[src/rtl/crossbar_accumulator_if.sv]
// Product-in / sum-out handshake bundle for the crossbar accumulator.
// slave is the accumulator side, master is the producer/consumer side.
interface crossbar_accumulator_if #(
    parameter int unsigned PROD_W = 8,
    parameter int unsigned ACC_W  = 10,
    parameter int unsigned CNT_W  = 4
);
    logic              prod_valid;
    logic              prod_ready;
    logic [PROD_W-1:0] prod_data;
    logic              prod_last;
    logic              sum_valid;
    logic              sum_ready;
    logic [ACC_W-1:0]  sum_data;
    logic              sum_sat;
    logic [CNT_W-1:0]  sum_count;
    logic              busy;

    modport slave (
        input  prod_valid, prod_data, prod_last, sum_ready,
        output prod_ready, sum_valid, sum_data, sum_sat, sum_count, busy
    );

    modport master (
        output prod_valid, prod_data, prod_last, sum_ready,
        input  prod_ready, sum_valid, sum_data, sum_sat, sum_count, busy
    );
endinterface

[src/rtl/crossbar_accumulator.sv]
// Saturating dot-product accumulator: sums a stream of unsigned products into
// vectors of VEC_LEN (or closed early by prod_last) and presents each sum downstream.
module crossbar_accumulator #(
    parameter int unsigned PROD_W  = 8,
    parameter int unsigned ACC_W   = 10,
    parameter int unsigned VEC_LEN = 8,
    parameter int unsigned CNT_W   = 4
) (
    input  logic                   clock,
    input  logic                   reset_n,
    crossbar_accumulator_if.slave  bus
);

    typedef enum logic [1:0] {StIdle, StAccum, StHold} state_e;

    localparam logic [ACC_W-1:0] AccMax = '1;

    state_e             r_state;
    state_e             w_state_next;
    logic [ACC_W-1:0]   r_acc;
    logic [CNT_W-1:0]   r_cnt;
    logic               r_sat;

    logic               w_prod_ready;
    logic               w_accept;
    logic               w_pop;
    logic               w_close_first;
    logic               w_close_accum;
    logic [CNT_W-1:0]   w_cnt_inc;
    logic [ACC_W:0]     w_sum;

    assign w_prod_ready  = (r_state != StHold) | bus.sum_ready;
    assign w_accept      = bus.prod_valid & w_prod_ready;
    assign w_pop         = (r_state == StHold) & bus.sum_ready;
    assign w_cnt_inc     = r_cnt + CNT_W'(1);
    assign w_close_first = bus.prod_last | (VEC_LEN == 1);
    assign w_close_accum = bus.prod_last | (w_cnt_inc == CNT_W'(VEC_LEN));
    assign w_sum         = {1'b0, r_acc} + (ACC_W + 1)'(bus.prod_data);

    always_ff @(posedge clock or negedge reset_n) begin
        if (!reset_n) begin
            r_state <= StIdle;
        end else begin
            r_state <= w_state_next;
        end
    end

    always_comb begin
        w_state_next = r_state;
        unique case (r_state)
            StIdle: begin
                if (w_accept) w_state_next = w_close_first ? StHold : StAccum;
            end
            StAccum: begin
                if (w_accept && w_close_accum) w_state_next = StHold;
            end
            StHold: begin
                // A pop may coincide with the first product of the next vector.
                if (w_pop) begin
                    if (w_accept) w_state_next = w_close_first ? StHold : StAccum;
                    else          w_state_next = StIdle;
                end
            end
            default: w_state_next = StIdle;
        endcase
    end

    always_comb begin
        bus.prod_ready = w_prod_ready;
        bus.sum_valid  = (r_state == StHold);
        bus.busy       = (r_state != StIdle);
        bus.sum_data   = r_acc;
        bus.sum_sat    = r_sat;
        bus.sum_count  = r_cnt;
    end

    always_ff @(posedge clock or negedge reset_n) begin
        if (!reset_n) begin
            r_acc <= '0;
            r_cnt <= '0;
            r_sat <= 1'b0;
        end else if (w_accept) begin
            if (r_state == StAccum) begin
                if (w_sum[ACC_W]) begin
                    r_acc <= AccMax;
                    r_sat <= 1'b1;
                end else begin
                    r_acc <= w_sum[ACC_W-1:0];
                end
                r_cnt <= w_cnt_inc;
            end else begin
                r_acc <= ACC_W'(bus.prod_data);
                r_cnt <= CNT_W'(1);
                r_sat <= 1'b0;
            end
        end
    end

endmodule

[src/flat_wrapper.sv]
// flat-port wrapper written by rule: the top's interface ports become plain ports
module crossbar_accumulator_flat 
#(
    parameter int unsigned PROD_W  = 8,
    parameter int unsigned ACC_W   = 10,
    parameter int unsigned VEC_LEN = 8,
    parameter int unsigned CNT_W   = 4
)
  (clock, reset_n, bus_prod_valid, bus_prod_data, bus_prod_last, bus_sum_ready, bus_prod_ready, bus_sum_valid, bus_sum_data, bus_sum_sat, bus_sum_count, bus_busy);
  crossbar_accumulator_if #(.PROD_W(PROD_W), .ACC_W(ACC_W), .CNT_W(CNT_W)) bus_i ();
  input  logic clock;
  input  logic reset_n;
  input wire logic [$bits(bus_i.prod_valid)-1:0] bus_prod_valid;
  input wire logic [$bits(bus_i.prod_data)-1:0] bus_prod_data;
  input wire logic [$bits(bus_i.prod_last)-1:0] bus_prod_last;
  input wire logic [$bits(bus_i.sum_ready)-1:0] bus_sum_ready;
  output wire logic [$bits(bus_i.prod_ready)-1:0] bus_prod_ready;
  output wire logic [$bits(bus_i.sum_valid)-1:0] bus_sum_valid;
  output wire logic [$bits(bus_i.sum_data)-1:0] bus_sum_data;
  output wire logic [$bits(bus_i.sum_sat)-1:0] bus_sum_sat;
  output wire logic [$bits(bus_i.sum_count)-1:0] bus_sum_count;
  output wire logic [$bits(bus_i.busy)-1:0] bus_busy;
  assign bus_i.prod_valid = bus_prod_valid;
  assign bus_i.prod_data = bus_prod_data;
  assign bus_i.prod_last = bus_prod_last;
  assign bus_i.sum_ready = bus_sum_ready;
  assign bus_prod_ready = bus_i.prod_ready;
  assign bus_sum_valid = bus_i.sum_valid;
  assign bus_sum_data = bus_i.sum_data;
  assign bus_sum_sat = bus_i.sum_sat;
  assign bus_sum_count = bus_i.sum_count;
  assign bus_busy = bus_i.busy;
  crossbar_accumulator #(.PROD_W(PROD_W), .ACC_W(ACC_W), .VEC_LEN(VEC_LEN), .CNT_W(CNT_W)) u_core (.clock(clock), .reset_n(reset_n), .bus(bus_i));
endmodule
[config.mk]
export PLATFORM = sky130hd
export DESIGN_NAME = crossbar_accumulator_flat
export DESIGN_NICKNAME = d
export VERILOG_FILES = /design/src/rtl/crossbar_accumulator_if.sv /design/src/rtl/crossbar_accumulator.sv /design/src/flat_wrapper.sv
export SDC_FILE = /design/constraint.sdc
export NUM_CORES = 1
export LEC_CHECK = 0
export ABC_AREA = 1
export CORE_UTILIZATION = 38
export CTS_BUF_LIST = sky130_fd_sc_hd__clkbuf_16
export DETAILED_ROUTE_END_ITERATION = 8
export PLACE_DENSITY_LB_ADDON = 0.12
export SYNTH_ARGS = -nofsm -noshare
export SYNTH_HDL_FRONTEND = slang
export SYNTH_SLANG_ARGS = --single-unit
export TNS_END_PERCENT = 100
[constraint.sdc]
create_clock -name clock -period 1.6 [get_ports clock]
set_input_delay 0.32 -clock clock [delete_from_list [all_inputs] [get_ports clock]]
set_output_delay 0.32 -clock clock [all_outputs]
set_load 0.01 [all_outputs]
=== Word-level counts from Yosys, hierarchy flattened ===
Cells that the tools add are included.

* Add/sub/neg operators: 2
* Equality and inequality tests: 8
* Mux-type cells: 11
* Bitwise gates (word level): 4
* Reductions and logical operators: 5

{| class="wikitable"
|+ Operator list
! cell !! number
|-
| 10-bit two-way mux || 2
|-
| 10-bit by 8-bit adder with 11-bit output || 1
|-
| 2-bit two-way mux || 5
|-
| 2-bit by 1-bit inequality test with 1-bit output (second input constant) || 4
|-
| 2-bit case mux with 3 select lines || 1
|-
| 4-bit by 1-bit adder with 4-bit output (second input constant) || 1
|-
| 4-bit == test (second input constant) || 1
|-
| 4-bit two-way mux || 1
|-
| 3-bit AND reduction || 1
|-
| 1-bit bitwise AND || 2
|-
| 2-bit by 1-bit == test with 1-bit output (second input constant) || 1
|-
| 2-bit == test (second input constant) || 1
|-
| 2-bit logical NOT || 1
|-
| 1-bit two-way mux || 2
|-
| 2-bit inequality test (second input constant) || 1
|-
| 1-bit bitwise OR || 2
|-
| 2-bit AND reduction || 1
|-
| 2-bit nonzero test || 1
|-
| 1-bit logical AND || 1
|}

* Flip-flop bits (word level): 17
* Bits of input ports: 13
* Output and inout bits: 18
* Word-level logic and storage cells: 34

=== Depth between registers and ports, before layout ===
Gate-level depths: netlist of the first run.

* Depth in word-level cells: 6
* Gate-level depth with buffers: 12
* Depth with buffers taken out: 12

=== Worst setup path after synthesis of the first run ===
OpenSTA, ideal clock, no wires.

* Path kind: reg-to-reg
* From: reg u_core.r_acc[0], in the netlist u_core.bus.sum_data[0]
* To: reg u_core.r_acc[8], in the netlist u_core.bus.sum_data[8]
* Library setup time: 0.124 ns
* Data arrival time: 1.641 ns
* Data required time: 1.476 ns
* Path slack: -0.165 ns
* Cell stages (with the launch flop): 9
* Buffers on the path: 0
* Period minus slack after synthesis: 1.765 ns
* Cell sequence: dfrtp_1 ha_1 fa_1 nand3_1 nand3_1 nand2_1 nand2_1 o211ai_1 nand2_1

* Word-level cells in the longest chain between the ends: 3

{| class="wikitable"
|+ RTL lines
! element !! line !! RTL
|-
| start: declaration || crossbar_accumulator.sv:20 || <nowiki>logic [ACC_W-1:0] r_acc;</nowiki>
|-
| start signal: assignment || crossbar_accumulator.sv:85 || <nowiki>r_acc <= AccMax;</nowiki>
|-
| start signal: assignment || crossbar_accumulator.sv:88 || <nowiki>r_acc <= w_sum[ACC_W-1:0];</nowiki>
|-
| start signal: assignment || crossbar_accumulator.sv:92 || <nowiki>r_acc <= ACC_W'(bus.prod_data);</nowiki>
|-
| 10-bit by 8-bit adder with 11-bit output || crossbar_accumulator.sv:38 || <nowiki>assign w_sum = {1'b0, r_acc} + (ACC_W + 1)'(bus.prod_data);</nowiki>
|-
| 10-bit two-way mux || crossbar_accumulator.sv:84 || <nowiki>if (w_sum[ACC_W]) begin</nowiki>
|-
| 10-bit two-way mux || crossbar_accumulator.sv:83 || <nowiki>if (r_state == StAccum) begin</nowiki>
|}

Every way passes these cells.
A chain may end at the register's enable or synchronous reset.

=== Worst setup path after layout of the first run ===
Ends and elaborated chain as after synthesis.

==> results of run 1 <==
[area by class of cell]
class / instances / area [um^2] / share of cell area (%)
Multi-Input combinational cell: 162 / 1090 / 48.1
Tap cell: 46 / 57.6 / 2.53
Inverter: 26 / 100 / 4.40
Clock buffer: 3 / 75.1 / 3.30
Clock inverter: 1 / 5.00 / 0.220
Sequential cell: 17 / 428 / 18.8
Timing Repair Buffer: 61 / 517 / 22.7
[cells in the mapped netlist]
cell      instances
nand4_1           1
o21ai_0           2
dfrtp_1          17
nand2_1          77
inv_1            21
xor2_1            4
buf_4             1
ha_1              9
a21oi_1           4
o31ai_1           1
nand3_2           1
nor2_4            2
fa_1              1
nand3_4           1
xnor2_1           1
o21ai_1           5
nand3_1          12
a22o_1            1
nand3b_1          3
nand2_2           5
nor2_1           22
nand4_4           1
inv_2             4
a21boi_0          2
buf_6             2
o211ai_1          1
inv_4             1
o21ai_2           1
nor2_2            4
nand2_4           1
[power breakdown]
part | switching, mW | leakage, nW | total (mW) | internal (mW)
registers | 0.181 | 0.212 | 0.767 | 0.587
clock network | 0.173 | 0.0409 | 0.507 | 0.335
logic | 1.25 | 0.911 | 2.51 | 1.26
total | 1.61 | 1.16 | 3.78 | 2.18
[worst reg2reg max path, stage by stage, from the launching register on]
cell and delay [ps]:
dfrtp_1 410, ha_4 170, fa_2 390, nand3_2 90, nand3_2 90, nand2_2 70
nand2_2 50, o211ai_1 160, nand2_1 80
[per-layer routing]
layer / wire length, um / track usage, % / vias to the layer above / share of wire [%]
li1: - / - / 777 / -
met1: 1690 / 25.9 / 686 / 47
met2: 1730 / 32.7 / 31 / 48
met3: 146 / 3.80 / 4 / 4.1
met4: 34 / 3.69 / 0 / 0.95
met5: 0 / 0 / - / 0
[logic make-up (layout without fill, tap and decap cells)]
kind of cell	Yosys count	after routing	share of synthesized area [%]
AOI/OAI and AO/OA	17	17	7.16
and+or+nand+nor	130	130	41.8
DFF	17	17	29.7
buffers and inverters	29	91	9.08
xor gates and xnor gates	5	5	3.05
adders and majority gates	10	10	9.25
[registers in the layout, indices dropped and copies added (netlist names)]
name and count:
u_core.r_state 2, u_core.bus.sum_sat 1, u_core.bus.sum_data 10, u_core.bus.sum_count 4
[placed cells by master, fill, tap and decap left out, types with 3 or more instances in the layout]
master / Yosys / layout
a21oi_1: 4 / 3
buf_4: 1 / 31
clkbuf_16: 0 / 3
clkdlybuf4s50_1: 0 / 14
dfrtp_1: 17 / 15
dlygate4sd2_1: 0 / 15
ha_4: 0 / 7
inv_1: 21 / 17
inv_2: 4 / 8
nand2_1: 77 / 63
nand2_2: 5 / 14
nand2_4: 1 / 6
nand3_1: 12 / 9
nand3_2: 1 / 3
nand3b_1: 3 / 3
nor2_1: 22 / 20
nor2_4: 2 / 6
o21ai_2: 1 / 5
xor2_1: 4 / 4
[per-stage QoR]
stage | TNS [ps] | util, % | cell area [um^2] | hold WS (ps)
5_1_grt | -384 | 65.7 | 2280 | 442
4_1_cts | -38.0 | 62.0 | 2150 | 410
3_5_place_dp | -4720 | 56.7 | 1970 | 492
6_report | -21.2 | 65.7 | 2280 | 404
2_1_floorplan | -15.0 | - | 1460 | 24.4
3_3_place_gp | -4600 | 56.7 | 1970 | 481
[timing repair]
action                                  CTS  global route
setup buffers                             3             5
endpoints found under the setup margin   16            15
resized for setup                        30            31
pin swaps                                 6            13
[path summary, 6_finish.rpt]
check                                                     endpoint  slack, ps
worst max register to register  u_core.bus.sum_data[8]$_DFFE_PN0P_        -20
min in group clock                  u_core.bus.sum_sat$_DFFE_PN0P_        490
worst min register to register      u_core.bus.sum_sat$_DFFE_PN0P_        490
max in group asynchronous       u_core.bus.sum_data[1]$_DFFE_PN0P_        980
worst min-delay path            u_core.bus.sum_data[0]$_DFFE_PN0P_        400
worst max-delay path            u_core.bus.sum_data[8]$_DFFE_PN0P_        -20
==> impl_metrics.yaml, run 1 <==
floorplanning:
  die_area_mm2: 0.00402
  design.core.area_mm2: 0.00347
  start_util_pct: 41.3
  rows: 21
  die_h_um: 63.4
  ios: 31
  die_w_um: 63.4
timing:
  final.setup_skew_ps: 1.34
  slew_viol_final: 0
  layout_min_cycle_time_ps: 1620
  hold_violations: 0
  max-slew-margin-rel_pct: 83.3
  rsz0062_at_grt: "true"
  finalSetupViolCount: 1
  max_freq_ghz: 0.617
  layout_worst_path_cycle_share_pct: 101
  layout_setup_ws_ps: -21.2
  max_slew.worst_pin.slew_ps: 250
setup_path:
  worst-path-stages: 8
  cpMaxStageDelayCell: "dfrtp_1"
  cp_top_family: "adder cells"
  cp_slowest_stage_delay_ps: 410
  cp-startpoint: "u_core.bus.sum_data[0]$_DFFE_PN0P_"
  cp-end-kind: "flop"
  arrival_ps: 1750
  crit_fanout: 4
  r2r-start: "u_core.bus.sum_data[0]$_DFFE_PN0P_"
  start_kind: "flop"
  critical_path_class: "flop to flop"
  crit_path_cell_trace: "ha_4, fa_2, nand3_2, nand3_2, nand2_2, nand2_2, o211ai_1, nand2_1"
  ff2ff_path_depth: 8
  cp_num_buf_inv: 0
  required_ps: 1730
clock_network:
  cts_buffers: 3
  htree_num_levels: 1
  cts_tree: "done"
  root_buffer: "clkbuf_16"
  cts_hold_buf: 0
  cts.sinks: 17
  cts.path.max_buffers: 2
  cts.clk_slew.worst_paths_ps: 50
  clkLatencyLatePin_ps: 250
synthesis:
  seq_area_frac_synth_pct: 29.7
  synth.ff_latch_count: 17
  postSynthAreaPerCell_um2: 6.89
  syn-cell-area_mm2: 0.00143
  postSynthCellCount: 208
  synth_nets: 231
  yosys-top-cells-area: "dfrtp_1 (30%), nand2_1 (20%), ha_1 (7.9%), nor2_1 (5.8%), inv_1 (5.5%)"
  yosysUniqueCellTypes: 30
  synth_area_leader_cell: "dfrtp_1"
  synth_top_area_share_pct: 29.7
  yosys_warnings: 0
global_routing:
  antenna_found_initial: 0
  grtUsageTotal_pct: 19.5
  grt-ovfl-total: 0
  grt_pass1_vias: 1453
  grt_max_degree: 22
  grt_pass1_wl_mm: 6.24
placement:
  gp_congestion: 0.863
  placed_cells: 305
  post-place-ws_ps: -463
  io_buffers: 30
  hpwl_mm: 2.57
pwr:
  power_mw: 3.78
  vdd_ir_drop_max_uv: 766
  p_per_area_mw_per_mm2: 1660
  p_leak_nw: 1.16
job:
  maxCapViolations: 0
routing:
  wl_per_cell_um: 11.4
  routed_wirelength_mm: 3.60
  vias: 1498
  ant_nets: 0
  drt_iter0_markers: 52
  drc: 0
  viasPerCell: 4.74
  dr.pass1.iters: 4
layout:
  drive_gt1_share_pct: 34.8
  final_cells: 316
  nFillCells: 320
  diodes: 0
  nets: 294
  area_delta_synth_final_pct: 58.8
status:
  violations: "setup timing"
  status: "finished with violations"
hold_path:
  hold_path_class: "input pin to async pin"
No activity file was read; power rests on OpenSTA's default activity.
==> run 2, diff against run 1 <==
Settings changed: GPL_ROUTABILITY_DRIVEN set to 0.
==> results of run 2 <==
Final layout, timing and power as in run 1 (identical DEF).
==> run 3, diff against run 2 <==
Settings changed: CAP_MARGIN set to 40.
==> results of run 3 <==
Final layout, timing and power as in run 1 (identical DEF).
==> edit, RTL diff (settings of run 3) <==
Reset style: synchronous (`reset_n`), changed in 2 clocked blocks.
--- a/src/rtl/crossbar_accumulator.sv
+++ b/src/rtl/crossbar_accumulator.sv
@@ -39,3 +39,3 @@
 
-    always_ff @(posedge clock or negedge reset_n) begin
+    always_ff @(posedge clock) begin
         if (!reset_n) begin
@@ -76,3 +76,3 @@
 
-    always_ff @(posedge clock or negedge reset_n) begin
+    always_ff @(posedge clock) begin
         if (!reset_n) begin
Check against the original RTL: differs if reset_n is asserted again (counterexample within 4 cycles, from zero or initial values and one cycle with reset_n low); with reset_n held inactive, the same outputs for 10 cycles.
==> edit against run 3 <==
- the run still ends with setup timing left
- synthesized area shrank 11%
- routed wire length fell by 0.28%
- cell area shrank 9.6%
- setup slack got worse by 0.094 ns
- utilization rose by 0.14 points
- die area down 11%
- sequential cell count is the same
- cell count decreased by 6.3%
- synthesized cell count decreased by 5.8%
- critical path type unchanged
Power is not compared: it rests on default switching activity, and its combinational part moved more than twofold at a synthesized area within 25%.
==> edit: results (changes against run 3) <==
stage;metric;value;unit;change
outcome;status;finished, violations left;;unchanged
outcome;failing checks;setup timing;;unchanged
synth;Yosys cell types;29;;was 30
route;Routed Antenna Nets;0;;unchanged
final_layout;Signal buf overhead;23.3;%;was 22.7%
final_layout;Clock buf/inv share;3.89;%;was 3.52%
final_layout;multi-input combinational area share;48.5;%;was 48.1%
synth;Area contributors post-synth;dfxtp_1 (27%), nand2_1 (19%), ha_1 (8.8%);;was dfrtp_1 (30%), nand2_1 (20%), ha_1 (7.9%)
sta;setup violators final;11;;was 1
final_layout;Multi-input gate area;998;um2;was 1090 um2
sta;final worst slack;-0.115;ns;was -0.0212 ns
critical_path;maximum fanout along the worst path;8;;was 4
synth;Syn Nets;219;;was 231
final_layout;fraction of area in registers;17.0;%;was 18.8%
critical_path;Crit path arrival time;1.86;ns;was 1.75 ns
final_layout;Multi-In Gates;151;;was 162
sta;Layout Skew;0.00142;ns;was 0.00134 ns
critical_path;Worst Setup EP;u_core.bus.sum_data[1]$_SDFFE_PN0P_;;was u_core.bus.sum_data[8]$_DFFE_PN0P_
route;vias per std cell;4.98;;was 4.74
sta;Worst-Margin Slew;0.472;ns;was 0.250 ns
final_layout;max reg flops;10;;unchanged
route;Starting DRT DRC Count;43;;was 52
global_route;first-pass GRT wire length;5.74;mm;was 6.24 mm
final_layout;Area growth syn-to-layout;61.1;%;was 58.8%
synth;Seq/Total Area, Yosys;26.6;%;was 29.7%
place;DP Cell Count;289;;was 305
global_route;Tot GR Track Use;21.5;%;was 19.5%
synth;syn_area_per_cell;6.52;um2;was 6.89 um2
critical_path;R2R Path Start;u_core.bus.sum_data[0]$_SDFFE_PN0P_;;was u_core.bus.sum_data[0]$_DFFE_PN0P_
route;Total Wirelength;3.59;mm;was 3.60 mm
synth;Synth async-reset ratio;0;%;was 100%
critical_path;FF-to-FF path depth;10;;was 8
hold_path;Hold Crit Class;in2reg;;was in2async
place;DP HPWL;2.60;mm;was 2.57 mm
critical_path;Critical Path Max Stage Delay;0.35;ns;was 0.41 ns
final_layout;final net count;276;;was 294
clock_network;H-tree depth;1;;unchanged
global_route;largest net degree at the start of global routing;14;;was 22
synth;Synth top cells by count;nand2_1 (65), inv_1 (23), dfxtp_1 (17);;was nand2_1 (77), nor2_1 (22), inv_1 (21)
route;drt wl/cell;12.1;um;was 11.4 um
final_layout;nonclk buf count;55;;was 61
final_layout;fraction of layout cells with a size suffix above 1;28.6;%;was 34.8%
final_layout;fillers;283;;was 320
power_and_ir_drop;sequential power;482;uW;
## edit: timing repair
| action | 4_1_cts | 5_1_grt |
|---|---|---|
| pin swaps | 10 | 9 |
| buffers inserted | 4 | 0 |
| setup endpoints to repair | 15 | 17 |
| gates resized for setup | 31 | 19 |
## edit: kinds of logic after synthesis
group,Yosys count,share of synthesized area (%)
DFF,17,26.6
xor gates and xnor gates,5,3.43
and+or+nand+nor,104,36.4
AOI/OAI and AO/OA,32,14.0
adders and majority gates,10,10.4
buffers and inverters,28,9.11
## edit: worst min-delay path by stage
| stage | endpoint | slack, ns |
|---|---|---|
| after floorplan | u_core.bus.sum_data[0]$_SDFFE_PN0P_ | 0.45 |
| after global placement | u_core.bus.sum_data[4]$_SDFFE_PN0P_ | 0.47 |
| final | u_core.bus.sum_data[0]$_SDFFE_PN0P_ | 0.44 |
| after global routing | u_core.bus.sum_data[0]$_SDFFE_PN0P_ | 0.48 |
| after detailed placement | u_core.bus.sum_data[4]$_SDFFE_PN0P_ | 0.49 |
| after CTS | u_core.bus.sum_count[3]$_SDFFE_PN0P_ | 0.50 |
## edit: metrics by stage
step | total power [uW] | hold WS, ns | utilization (%) | setup WS [ns] | setup TNS (ns)
finish | 1560 | 0.444 | 65.8 | -0.115 | -0.872
global route | 1650 | 0.477 | 65.8 | -0.173 | -1.62
CTS | 1530 | 0.501 | 64.0 | -0.142 | -0.965
detailed placement | 974 | 0.486 | 57.6 | -0.641 | -6.75
global placement | 965 | 0.468 | 57.6 | -0.602 | -6.23
floorplan | 754 | 0.451 | - | -0.0491 | -0.198
## edit: routing by layer
layer / up-vias / share of wire [%] / track usage (%)
met1: 678 / 47 / 27.4
li1: 752 / - / -
met3: 6 / 3.9 / 3.68
met5: - / 0 / 0
met4: 0 / 1.3 / 7.97
met2: 38 / 48 / 35.9
